### src/rtl/mbit_multi_prio_merge.sv
// mbit_multi_prio_merge: per-lane merge of NUM_PIPES classification results.
// Stage 1 registers every input bit. Stage 2 picks, per lane, the hitting
// pipe with the lowest rule id (ties go to the lowest pipe index) and
// registers the result. The total latency is 2 cycles, with no stalls.
// Optional build macro MBIT_MERGE_STATS_EN adds per-lane saturating hit/miss
// counters, read combinationally through stat_sel. Without the macro,
// hit_cnt and miss_cnt are tied to 0 and no counter flops exist.
// Interfaces carry no handshake. Each valid bit qualifies its data in the
// same cycle, and the block accepts one packet per lane every cycle.
module mbit_multi_prio_merge #(
  parameter int                NUM_PORTS    = 2,
  parameter int                NUM_PIPES    = 4,
  parameter int                RULE_ID      = 14,
  parameter logic [RULE_ID-1:0] DEFAULT_RULE = '1,
  parameter int                CNT_W        = 32,
  localparam int               PIPE_W       = $clog2(NUM_PIPES),
  localparam int               SEL_W        = (NUM_PORTS > 1) ? $clog2(NUM_PORTS) : 1
) (
  input  logic                              clk,
  input  logic                              RST,
  input  logic [NUM_PORTS*NUM_PIPES*RULE_ID-1:0] rule_in,
  input  logic [NUM_PORTS*NUM_PIPES-1:0]    data_valid_in,
  input  logic [NUM_PORTS*NUM_PIPES-1:0]    act_valid_in,
  input  logic                              err_clr,
  input  logic [SEL_W-1:0]                  stat_sel,
  output logic [NUM_PORTS*RULE_ID-1:0]      rule_id,
  output logic [NUM_PORTS-1:0]              data_valid_out,
  output logic [NUM_PORTS-1:0]              action_valid,
  output logic [NUM_PORTS*PIPE_W-1:0]       win_pipe,
  output logic                              align_err,
  output logic [CNT_W-1:0]                  hit_cnt,
  output logic [CNT_W-1:0]                  miss_cnt
);

  localparam int NP = NUM_PIPES;

  // Stage 1 registers
  logic [NUM_PORTS*NP*RULE_ID-1:0] s1_rule;
  logic [NUM_PORTS*NP-1:0]         s1_dv;
  logic [NUM_PORTS*NP-1:0]         s1_av;

  // Stage 2 next-state values
  logic [NUM_PORTS*RULE_ID-1:0]    nxt_rule;
  logic [NUM_PORTS-1:0]            nxt_dv;
  logic [NUM_PORTS-1:0]            nxt_av;
  logic [NUM_PORTS*PIPE_W-1:0]     nxt_win;
  logic [NUM_PORTS-1:0]            lane_mis;

  // Per-lane scratch values used by the winner search
  logic                            found;
  logic [RULE_ID-1:0]              best_id;
  logic [PIPE_W-1:0]               best_idx;

  // Stage 1: capture all inputs every cycle, unconditionally
  always_ff @(posedge clk or posedge RST) begin
    if (RST) begin
      s1_rule <= '0;
      s1_dv   <= '0;
      s1_av   <= '0;
    end else begin
      s1_rule <= rule_in;
      s1_dv   <= data_valid_in;
      s1_av   <= act_valid_in;
    end
  end

  // Winner search and output shaping. The packet-valid of a lane is taken
  // from pipe 0. Hits are honoured only on a valid packet. A miss drives
  // DEFAULT_RULE. An invalid lane drives all zeros.
  always_comb begin
    nxt_rule = '0;
    nxt_dv   = '0;
    nxt_av   = '0;
    nxt_win  = '0;
    lane_mis = '0;
    found    = 1'b0;
    best_id  = '0;
    best_idx = '0;
    for (int l = 0; l < NUM_PORTS; l++) begin
      found    = 1'b0;
      best_id  = '0;
      best_idx = '0;
      // A strict less-than keeps the earlier, lower-index pipe on equal ids.
      for (int p = 0; p < NP; p++) begin
        if (s1_av[l*NP+p] &&
            (!found || (s1_rule[(l*NP+p)*RULE_ID +: RULE_ID] < best_id))) begin
          found    = 1'b1;
          best_id  = s1_rule[(l*NP+p)*RULE_ID +: RULE_ID];
          best_idx = PIPE_W'(p);
        end
      end
      lane_mis[l] = (|s1_dv[l*NP +: NP]) && !(&s1_dv[l*NP +: NP]);
      if (s1_dv[l*NP]) begin
        nxt_dv[l] = 1'b1;
        if (found) begin
          nxt_av[l]                        = 1'b1;
          nxt_rule[l*RULE_ID +: RULE_ID]   = best_id;
          nxt_win[l*PIPE_W +: PIPE_W]      = best_idx;
        end else begin
          nxt_rule[l*RULE_ID +: RULE_ID]   = DEFAULT_RULE;
        end
      end
    end
  end

  // Stage 2: register the merged result. align_err is sticky. When a new
  // misalignment and err_clr arrive in the same cycle, the set wins.
  always_ff @(posedge clk or posedge RST) begin
    if (RST) begin
      rule_id        <= '0;
      data_valid_out <= '0;
      action_valid   <= '0;
      win_pipe       <= '0;
      align_err      <= 1'b0;
    end else begin
      rule_id        <= nxt_rule;
      data_valid_out <= nxt_dv;
      action_valid   <= nxt_av;
      win_pipe       <= nxt_win;
      align_err      <= (align_err & ~err_clr) | (|lane_mis);
    end
  end

`ifdef MBIT_MERGE_STATS_EN
  logic [CNT_W-1:0] hit_q  [NUM_PORTS];
  logic [CNT_W-1:0] miss_q [NUM_PORTS];

  // Saturating per-lane counters that advance alongside the stage-2 load
  always_ff @(posedge clk or posedge RST) begin
    if (RST) begin
      for (int l = 0; l < NUM_PORTS; l++) begin
        hit_q[l]  <= '0;
        miss_q[l] <= '0;
      end
    end else begin
      for (int l = 0; l < NUM_PORTS; l++) begin
        if (nxt_av[l] && (hit_q[l] != '1))
          hit_q[l] <= hit_q[l] + CNT_W'(1);
        if (nxt_dv[l] && !nxt_av[l] && (miss_q[l] != '1))
          miss_q[l] <= miss_q[l] + CNT_W'(1);
      end
    end
  end

  // Combinational statistics read of the selected lane
  always_comb begin
    hit_cnt  = '0;
    miss_cnt = '0;
    if (int'(stat_sel) < NUM_PORTS) begin
      hit_cnt  = hit_q[stat_sel];
      miss_cnt = miss_q[stat_sel];
    end
  end
`else
  logic unused_stat_sel;
  assign unused_stat_sel = ^stat_sel;
  assign hit_cnt         = '0;
  assign miss_cnt        = '0;
`endif

endmodule

### config.mk
export PLATFORM = sky130hd
export DESIGN_NAME = mbit_multi_prio_merge
export DESIGN_NICKNAME = d
export VERILOG_FILES = /design/src/rtl/mbit_multi_prio_merge.sv
export SDC_FILE = /design/constraint.sdc
export NUM_CORES = 1
export LEC_CHECK = 0
export ABC_AREA = 1
export CAP_MARGIN = 20
export CORE_AREA = 2 2 167 169
export CTS_CLUSTER_SIZE = 16
export DETAILED_ROUTE_END_ITERATION = 8
export DIE_AREA = 0 0 169 171
export SLEW_MARGIN = 15
export SYNTH_ARGS = -nofsm -noshare
export SYNTH_HDL_FRONTEND = slang
export SYNTH_SLANG_ARGS = --single-unit
### constraint.sdc
create_clock -name clk -period 7.8 [get_ports clk]
set_clock_uncertainty 0.1 [all_clocks]
set_input_delay 1.17 -clock clk [delete_from_list [all_inputs] [get_ports clk]]
set_output_delay 1.17 -clock clk [all_outputs]
set_load 0.03 [all_outputs]
After elaboration in Yosys (flattened, before gate mapping)
Index checks and enable logic that the tools add are counted.
{ "classes": {"order_cmp": 6, "muxes": 36, "n_bitwise": 3, "reduce_logical": 27} }
{ "ops": {"columns": ["operator", "count"], "rows": [
  ["two-way mux 14 bit", 12],
  ["< comparator 14 bit", 6],
  ["two-way mux 1 bit", 16],
  ["two-way mux 2 bit", 8],
  ["logical AND 1 bit", 8],
  ["zero test 1 bit", 8],
  ["AND reduction 4 bit", 2],
  ["OR reduction 4 bit", 2],
  ["logical OR 1 bit", 6],
  ["OR reduction 2 bit", 1],
  ["bitwise AND 1 bit", 1],
  ["inverter 1 bit", 1],
  ["bitwise OR 1 bit", 1]
]} }
{ "totals": {"register_bits": 165, "out_inout_bits": 101, "elab_cells": 80} }

Logic depth before layout (Yosys ltp)
Gate-level depths: netlist of the first run.
{ "logic_depth": {"ltp_word": 15, "mapped_depth": 40} }

Worst setup path before layout of the first run
No wires, ideal clock.
{ "synth_timing": {"path_kind": "reg-to-reg", "startpoint": "reg s1_av[0]", "endpoint": "reg rule_id[11]", "setup_time_ns": 0.119, "arrival_ns": 4.762, "t_required_ns": 7.581, "path_slack_ns": 2.819, "stages_incl_launch_ff": 39, "synth_period_minus_slack_ns": 4.981, "path_cell_list": "dfrtp_1 > buf_4 > clkbuf_1 > nand2_1 > ha_1 > nand2_1 > inv_1 > nand2_1 > a21oi_1 > nor2_1 > nand2_1 > nand2_2 > nand2_4 > clkbuf_1 > nand2_1 > o21ai_0 > ha_1 > nand2_1 > [... 3 more ...] > a2111oi_0 > nand2_1 > nand2_1 > nand2_2 > clkbuf_1 > o21ai_0 > ha_1 > nand2_1 > inv_1 > nand3_1 > a31oi_1 > a2111oi_0 > nand2_2 > nand2_4 > buf_6 > nand3b_1 > nand2_1 > nor2_1"} }
{ "synth_between": {"elab_chain_len": 15, "word_cells_on_any_way": 22} }
{ "synth_lines": {"columns": ["item", "line", "text"], "rows": [
  ["start, declared", "40", "logic [NUM_PORTS*NP-1:0] s1_av;"],
  ["start signal, assigned", "63", "s1_av <= act_valid_in;"],
  ["two-way mux 14 bit or two-way mux 1 bit (tied branches)", "85", "if (s1_av[l*NP+p] &&"],
  ["< comparator 14 bit or zero test 1 bit (tied branches)", "86", "(!found || (s1_rule[(l*NP+p)*RULE_ID +: RULE_ID] < best_id))) begin"],
  ["logical OR 1 bit", "86", null],
  ["logical AND 1 bit", "85", null],
  ["two-way mux 14 bit or two-way mux 1 bit (tied branches)", "85", null],
  ["< comparator 14 bit or zero test 1 bit (tied branches)", "86", null],
  ["logical OR 1 bit", "86", null],
  ["logical AND 1 bit", "85", null],
  ["two-way mux 14 bit or two-way mux 1 bit (tied branches)", "85", null],
  ["< comparator 14 bit or zero test 1 bit (tied branches)", "86", null],
  ["logical OR 1 bit", "86", null],
  ["logical AND 1 bit", "85", null],
  ["two-way mux 14 bit or two-way mux 1 bit (tied branches)", "85", null],
  ["two-way mux 14 bit (*)", "95", "if (found) begin"],
  ["two-way mux 14 bit (*)", "93", "if (s1_dv[l*NP]) begin"],
  ["via nxt_rule[11]", "43", "logic [NUM_PORTS*RULE_ID-1:0] nxt_rule;"],
  ["end signal, assigned", "116", "rule_id <= nxt_rule;"],
  ["end, declared", "26", "output logic [NUM_PORTS*RULE_ID-1:0] rule_id,"]
]} }
The timed path passes the listed nets; every way through them passes the cells marked *.

Final worst setup path of the first run
{ "layout_timing": {"startpoint": "reg s1_av[4]", "endpoint": "reg rule_id[17]"} }
Same word-level chain as after synthesis.

==> metrics.txt, run 1 <==
Commonest cells post-synth nand2_1, dfrtp_1, ha_1, buf_4, nor2_1; outcome completed; port bufs 167; Pre-antenna DRT Iters 6; compound-gate portion of the synthesized area 8.289%; Layout fillers 2710; row cnt 61; Synth Area in Simple Gates 18.55%; die width 169 um; Leak 4.958 nW; Worst path top cell family by delay compound AO/OA/AOI/OAI gates; H-tree depth reported by CTS 4; Worst path max stage delay 0.71 ns; CP Class flip-flop to flip-flop; core area 27320 sq um; io pins 233; Die Area 28900 sq um; Hold Buf Count CTS 0; Synth Area in XOR/XNOR 0%; share of post-route cells with drive strength above 1 5.093%; DR DRC count 0; starting DRC count in detailed routing 262; RSZ-0062 raised after global routing false; Synth area leader dfrtp_1; multiplexer area fraction after synthesis 0%; Crit path buffers/inverters 2; sequential cell area 4129 sq um; Slowest-stage cell, CP dfrtp_1; largest family of logic cells by synthesized area simple AND/OR/NAND/NOR gates; CP max FO 27; detailed placement HPWL 14030 um; Tot GR Track Use 13.24%; Area Growth Syn to Fin 29.10%; Max Clk Rate 164.9 MHz; Worst Path Arrival 6.32 ns; Post-DRT Antenna Nets 0; nets 1218; area share of the largest cell type after synthesis 51.32%; GR Overflow Total 0; element type at the critical path start flip-flop; Crit. End Element flip-flop; DR WL/cell 13.64 um; register area share after synthesis 51.32%; n_diodes 0; vias in the first global route 5801; synthesized area 8045 sq um; clock buffer depth 2; crit path time final 6.063 ns; largest net degree at the start of global routing 85; Pwr Total 0.002348 W; most frequent CP cell nand2_1; #FFs+latches synth 165; Syn Area/Cell 9.476 sq um; PwrDens 226.1 nW/um^2; synth top area cells dfrtp_1, ha_1, nand2_1; ys async rst share 100.0%; CTS resizes 0; Via Count 5857; Detailed Route WL 18650 um; total CTS buffers 17; CP Data Required Time 8.06 ns; clock latency at the later pin of the worst-skew pair 0.43 ns; TritonCTS Sinks 165; Initial Utilization 29.44%; Unique masters post-synth 27; global-route wire length before repair 29700 um; Post-synth top flop dfrtp_1; area of the multi-input gates 3376 sq um; aggregate negative setup slack 0 ns; setup violators final 0; clk root buf clkbuf_16; final period utilization 77.73%; synthesis warning total 0; initial antenna violation count 0; die height 171 um; max-cap violations 0; Worst Tran Pin Value 0.8123 ns; TritonCTS clock tree yes; Post-Synthesis Cells 849; Final Max Tran Viols 0; Hold Path Class flip-flop to flip-flop; EDFF count, synth 0; most common cell in the synthesized netlist nand2_1; VDD IR-drop max 0.1087 mV; gpl congestion 0.8086; Worst-path clk slew 0.07 ns; Slew headroom 45.85%; postcts setup bufs 0; adder-cell area share of the yosys netlist 12.13%; Final Hold Viols 0; Via density 4.285
==> worst reg2reg max path, delay by kind of cell, from the launching register on <==
family	cells	cell delay [ns]
buffers and inverters	2	0.35
DFF	1	0.71
adders and majority gates	3	0.97
and+or+nand+nor	17	1.91
AOI/OAI and AO/OA	10	1.96
==> through the flow <==
step	area (sq um)	instances	hold WS, ns	utilization, %	setup WS, ns
floorplan	8282	912	0.2519	-	2.068
detailed placement	9776	1335	0.4104	35.78	1.675
global placement	9776	1335	0.4091	35.78	1.715
global route	10390	1367	0.4673	38.01	0.9289
finish	10390	1367	0.4261	38.01	1.737
CTS	10380	1367	0.4291	38.00	1.614
==> layout make-up <==
type,instances,area share [%]
Multi-Input combinational cell,615,32.50
Timing Repair Buffer,168,16.20
Sequential cell,165,39.75
Clock buffer,17,4.096
Tap cell,346,4.168
Inverter,41,1.530
Clock inverter,15,1.747
==> per-layer routing <==
| layer | routed length [um] | GRT usage (%) | vias to the layer above |
|---|---|---|---|
| met1 | 8972 | 18.23 | 2674 |
| li1 | - | - | 2977 |
| met3 | 936 | 2.683 | 18 |
| met4 | 370 | 4.719 | 0 |
| met5 | 0 | 0 | - |
| met2 | 8373 | 20.74 | 188 |
==> where the power goes <==
group	switching (W)	internal, W	total (W)
logic	0.000318	0.000207	0.000525
registers	0.0000348	0.000912	0.000947
clock network	0.000413	0.000462	0.000876
==> layout by cell type (no fill, tap or decap) <==
cell type / n
nand2_1: 220
clkdlybuf4s50_1: 167
dfrtp_1: 165
ha_1: 78
conb_1: 64
nor2_1: 62
o21ai_0: 57
a21oi_1: 51
inv_1: 40
nand3b_1: 21
nand3_1: 20
clkbuf_16: 17
nand2_2: 11
nand4_1: 7
inv_6: 6
a211oi_1: 6
inv_8: 4
nand2_4: 3
clkinv_8: 3
a21o_1: 2
nor3_1: 2
o221a_2: 2
or2_2: 2
a31oi_1: 2
a2111oi_0: 2
or4_1: 1
o2111ai_1: 1
o21ai_1: 1
clkinv_4: 1
clkinv_2: 1
bufinv_16: 1
buf_6: 1
==> sequential cells by signal, summed over array words and instances (netlist names) <==
signal          count
align_err           1
action_valid        2
win_pipe            4
data_valid_out      2
rule_id            28
s1_rule           112
s1_dv               8
s1_av               8
==> path summary, 6_finish.rpt <==
path | to | slack [ns] | from | depth (start not counted)
worst min register to register | rule_id[24]$_DFF_PP0_ | 0.43 | s1_rule[108]$_DFF_PP0_ | 2
worst max register to register | rule_id[17]$_DFF_PP0_ | 1.74 | s1_av[4]$_DFF_PP0_ | 32
min in group asynchronous | s1_rule[62]$_DFF_PP0_ | 1.14 | RST | 2
worst min-delay path | rule_id[24]$_DFF_PP0_ | 0.43 | s1_rule[108]$_DFF_PP0_ | 2
worst max-delay path | rule_id[17]$_DFF_PP0_ | 1.74 | s1_av[4]$_DFF_PP0_ | 32
max in group asynchronous | s1_dv[3]$_DFF_PP0_ | 5.28 | RST | 3
==> cell families after synthesis <==
kind of cell / count (synthesis)
buffers and inverters: 132
other: 1
AO/OA/AOI/OAI: 124
flip-flops: 165
adder cells (fa/ha/maj): 78
AND/OR/NAND/NOR: 349
Power figures use the tool's default switching activity.
==> run 2: changes to the inputs <==
clock period = 6.2 ns   (was 7.8 ns; I/O delays follow)
==> run 2 against run 1 <==
Effect of this change: utilization grew 0.38 points; non-clock buffer count grew 10; design area grew 0.99%; critical endpoint unchanged; sequential cell count is the same; largest cell class unchanged; die area is the same; global-route usage grew 0.29 points; largest power group unchanged.
==> metrics.txt, run 2 (same netlist as run 1, synthesis figures left out) <==
clock buffer depth 2 (unchanged); Hold Buf Count CTS 0 (unchanged); RSZ-0062 raised after global routing false; Worst Tran Pin Value 0.8473 ns (+0.03506 ns); Crit. End Element flip-flop; VDD IR-drop max 0.1418 mV (+30%); aggregate negative setup slack 0 ns (unchanged); Post-DRT Antenna Nets 0 (unchanged); CP Data Required Time 6.46 ns (-1.60 ns); Worst-path clk slew 0.08 ns (about the same); detailed placement HPWL 14460 um (+3.1%); Final Max Tran Viols 0 (unchanged); Final Hold Viols 0 (unchanged); CP max FO 20 (-26%); Largest register FFs 112 (unchanged); most frequent CP cell nand2_1; DR WL/cell 13.94 um (+2.2%); core area 27320 sq um (unchanged); io pins 233 (unchanged); n_diodes 0 (unchanged); Initial Utilization 29.44% (unchanged); Die Area 28900 sq um (unchanged); DR DRC count 0 (unchanged); Via density 4.344 (+1.4%); Most flops, register s1_rule; GR Overflow Total 0 (unchanged); Largest regs s1_rule: 112 flops, rule_id: 28 flops; setup violators final 0 (unchanged); most common cell after layout, fill and taps aside nand2_1; H-tree depth reported by CTS 4 (unchanged); max-cap violations 0 (unchanged); die height 171 um (unchanged); PwrDens 283.4 nW/um^2 (+25%); starting DRC count in detailed routing 262 (unchanged); share of post-route cells with drive strength above 1 6.402% (+1.3 points); Via Count 5981 (+2.1%); die width 169 um (unchanged); Worst path max stage delay 0.55 ns (-0.16 ns); final period utilization 90.43% (+13 points); Slew headroom 43.51% (-2.3 points); CP Class flip-flop to flip-flop; Leak 5.006 nW (+0.96%); gpl congestion 0.8390 (+3.8%); WHS 0.4219 ns (-0.004283 ns); Max Clk Rate 178.4 MHz (+8.1%); Slowest-stage cell, CP dfrtp_4; element type at the critical path start flip-flop; TritonCTS Sinks 165 (unchanged); largest net degree at the start of global routing 88 (+3.5%); Tot GR Track Use 13.53% (+0.29 points); clk root buf clkbuf_16; total CTS buffers 17 (unchanged); row cnt 61 (unchanged); outcome completed; Pre-antenna DRT Iters 5 (-1); port bufs 167 (unchanged); nets 1228 (+0.82%); Hold Path Class flip-flop to flip-flop; vias in the first global route 5825 (+0.41%); Detailed Route WL 19200 um (+2.9%); initial antenna violation count 1 (+1); global-route wire length before repair 30280 um (+2.0%); most frequent cells in the layout nand2_1, clkdlybuf4s50_1, dfrtp_1, ha_1, conb_1; TritonCTS clock tree yes; Area Growth Syn to Fin 30.37%; crit path time final 5.607 ns (-0.4564 ns); clock latency at the later pin of the worst-skew pair 0.44 ns (about the same); Worst Path Arrival 5.87 ns (-0.45 ns)
## run 2: changes by cell type in the layout (fill, tap and decap cells not counted), moves of 2 or more
cell       before  now
a2111oi_0       2    0
buf_4           0    9
clkinv_4        1    4
dfrtp_1       165  163
inv_8           4    2
o21ai_0        57   48
o21ai_1         1   10
## run 2: worst max-delay path: cells and delay by family, from the launching register on
family	cells	cell delay (ns)
compound gates	7	1.28
fa+ha+maj	3	0.99
buf+inv	3	0.52
flops	1	0.55
simple gates	19	2.08
## run 2: cell type report
cell class	instances	area [sq um]
Clock buffer	17	425.4
Clock inverter	15	187.7
Fill cell	2731	16830
Inverter	41	158.9
Multi-Input combinational cell	615	3383
Sequential cell	165	4134
Tap cell	346	432.9
Timing Repair Buffer	178	1767
## run 2: metal layers
metal | wire [um] | vias up | part of all wire, % | GRT usage, %
met1 | 9013 | 2751 | 47 | 18.09
met3 | 989 | 27 | 5.2 | 2.730
met4 | 282 | 2 | 1.5 | 4.199
met2 | 8902 | 200 | 46 | 22.17
met5 | 13 | - | 0.068 | 0
li1 | - | 3001 | - | -
## run 2: worst paths after layout
path / startpoint / endpoint / depth (start not counted) / slack [ns]
setup / recovery: s1_av[4]$_DFF_PP0_ / rule_id[17]$_DFF_PP0_ / 32 / 0.59
hold / removal: s1_rule[45]$_DFF_PP0_ / rule_id[3]$_DFF_PP0_ / 2 / 0.42
setup reg to reg: s1_av[4]$_DFF_PP0_ / rule_id[17]$_DFF_PP0_ / 32 / 0.59
hold reg to reg: s1_rule[45]$_DFF_PP0_ / rule_id[3]$_DFF_PP0_ / 2 / 0.42
max in group asynchronous: RST / s1_av[0]$_DFF_PP0_ / 3 / 3.98
min in group asynchronous: RST / s1_rule[69]$_DFF_PP0_ / 2 / 0.94
## run 2: stage by stage
step	area, sq um	worst slack [ns]	utilization [%]	instances	total power (W)
2_1_floorplan	8282	0.7083	-	912	0.001674
3_3_place_gp	9833	0.3102	35.99	1341	0.001879
3_5_place_dp	9833	0.2367	35.99	1341	0.001892
4_1_cts	10450	0.1932	38.23	1373	0.003003
5_1_grt	10490	0.04247	38.39	1377	0.003152
6_report	10490	0.5933	38.39	1377	0.002973
## run 2: report_power, final
part / switching, W / internal (W) / total [W]
logic: 0.000409 / 0.000274 / 0.000683
registers: 0.0000444 / 0.00115 / 0.00119
clock network: 0.000517 / 0.000580 / 0.00110
total: 0.000970 / 0.00200 / 0.00297
## run 2: timing repair
action | 4_1_cts | 5_1_grt
gates resized for setup | 0 | 16
hold endpoints to repair | 0 | 0
endpoints found under the setup margin | 0 | 32
buffers inserted | 0 | 4
==> run 3: changes to the inputs <==
==> constraint.sdc (replaced) <==
create_clock -name clk -period 6.2 [get_ports clk]
set_clock_uncertainty 0.1 [all_clocks]
set_input_delay 0.93 -clock clk [delete_from_list [all_inputs] [get_ports clk]]
set_output_delay 0.93 -clock clk [all_outputs]
set_load 0.02 [all_outputs]
==> results of run 3 <==
The final DEF is identical to that of run 2. Status: completed.
Main changes from that run: total power 0.002973 W -> 0.002932 W; worst IR drop on VDD 0.1418 mV -> 0.1417 mV
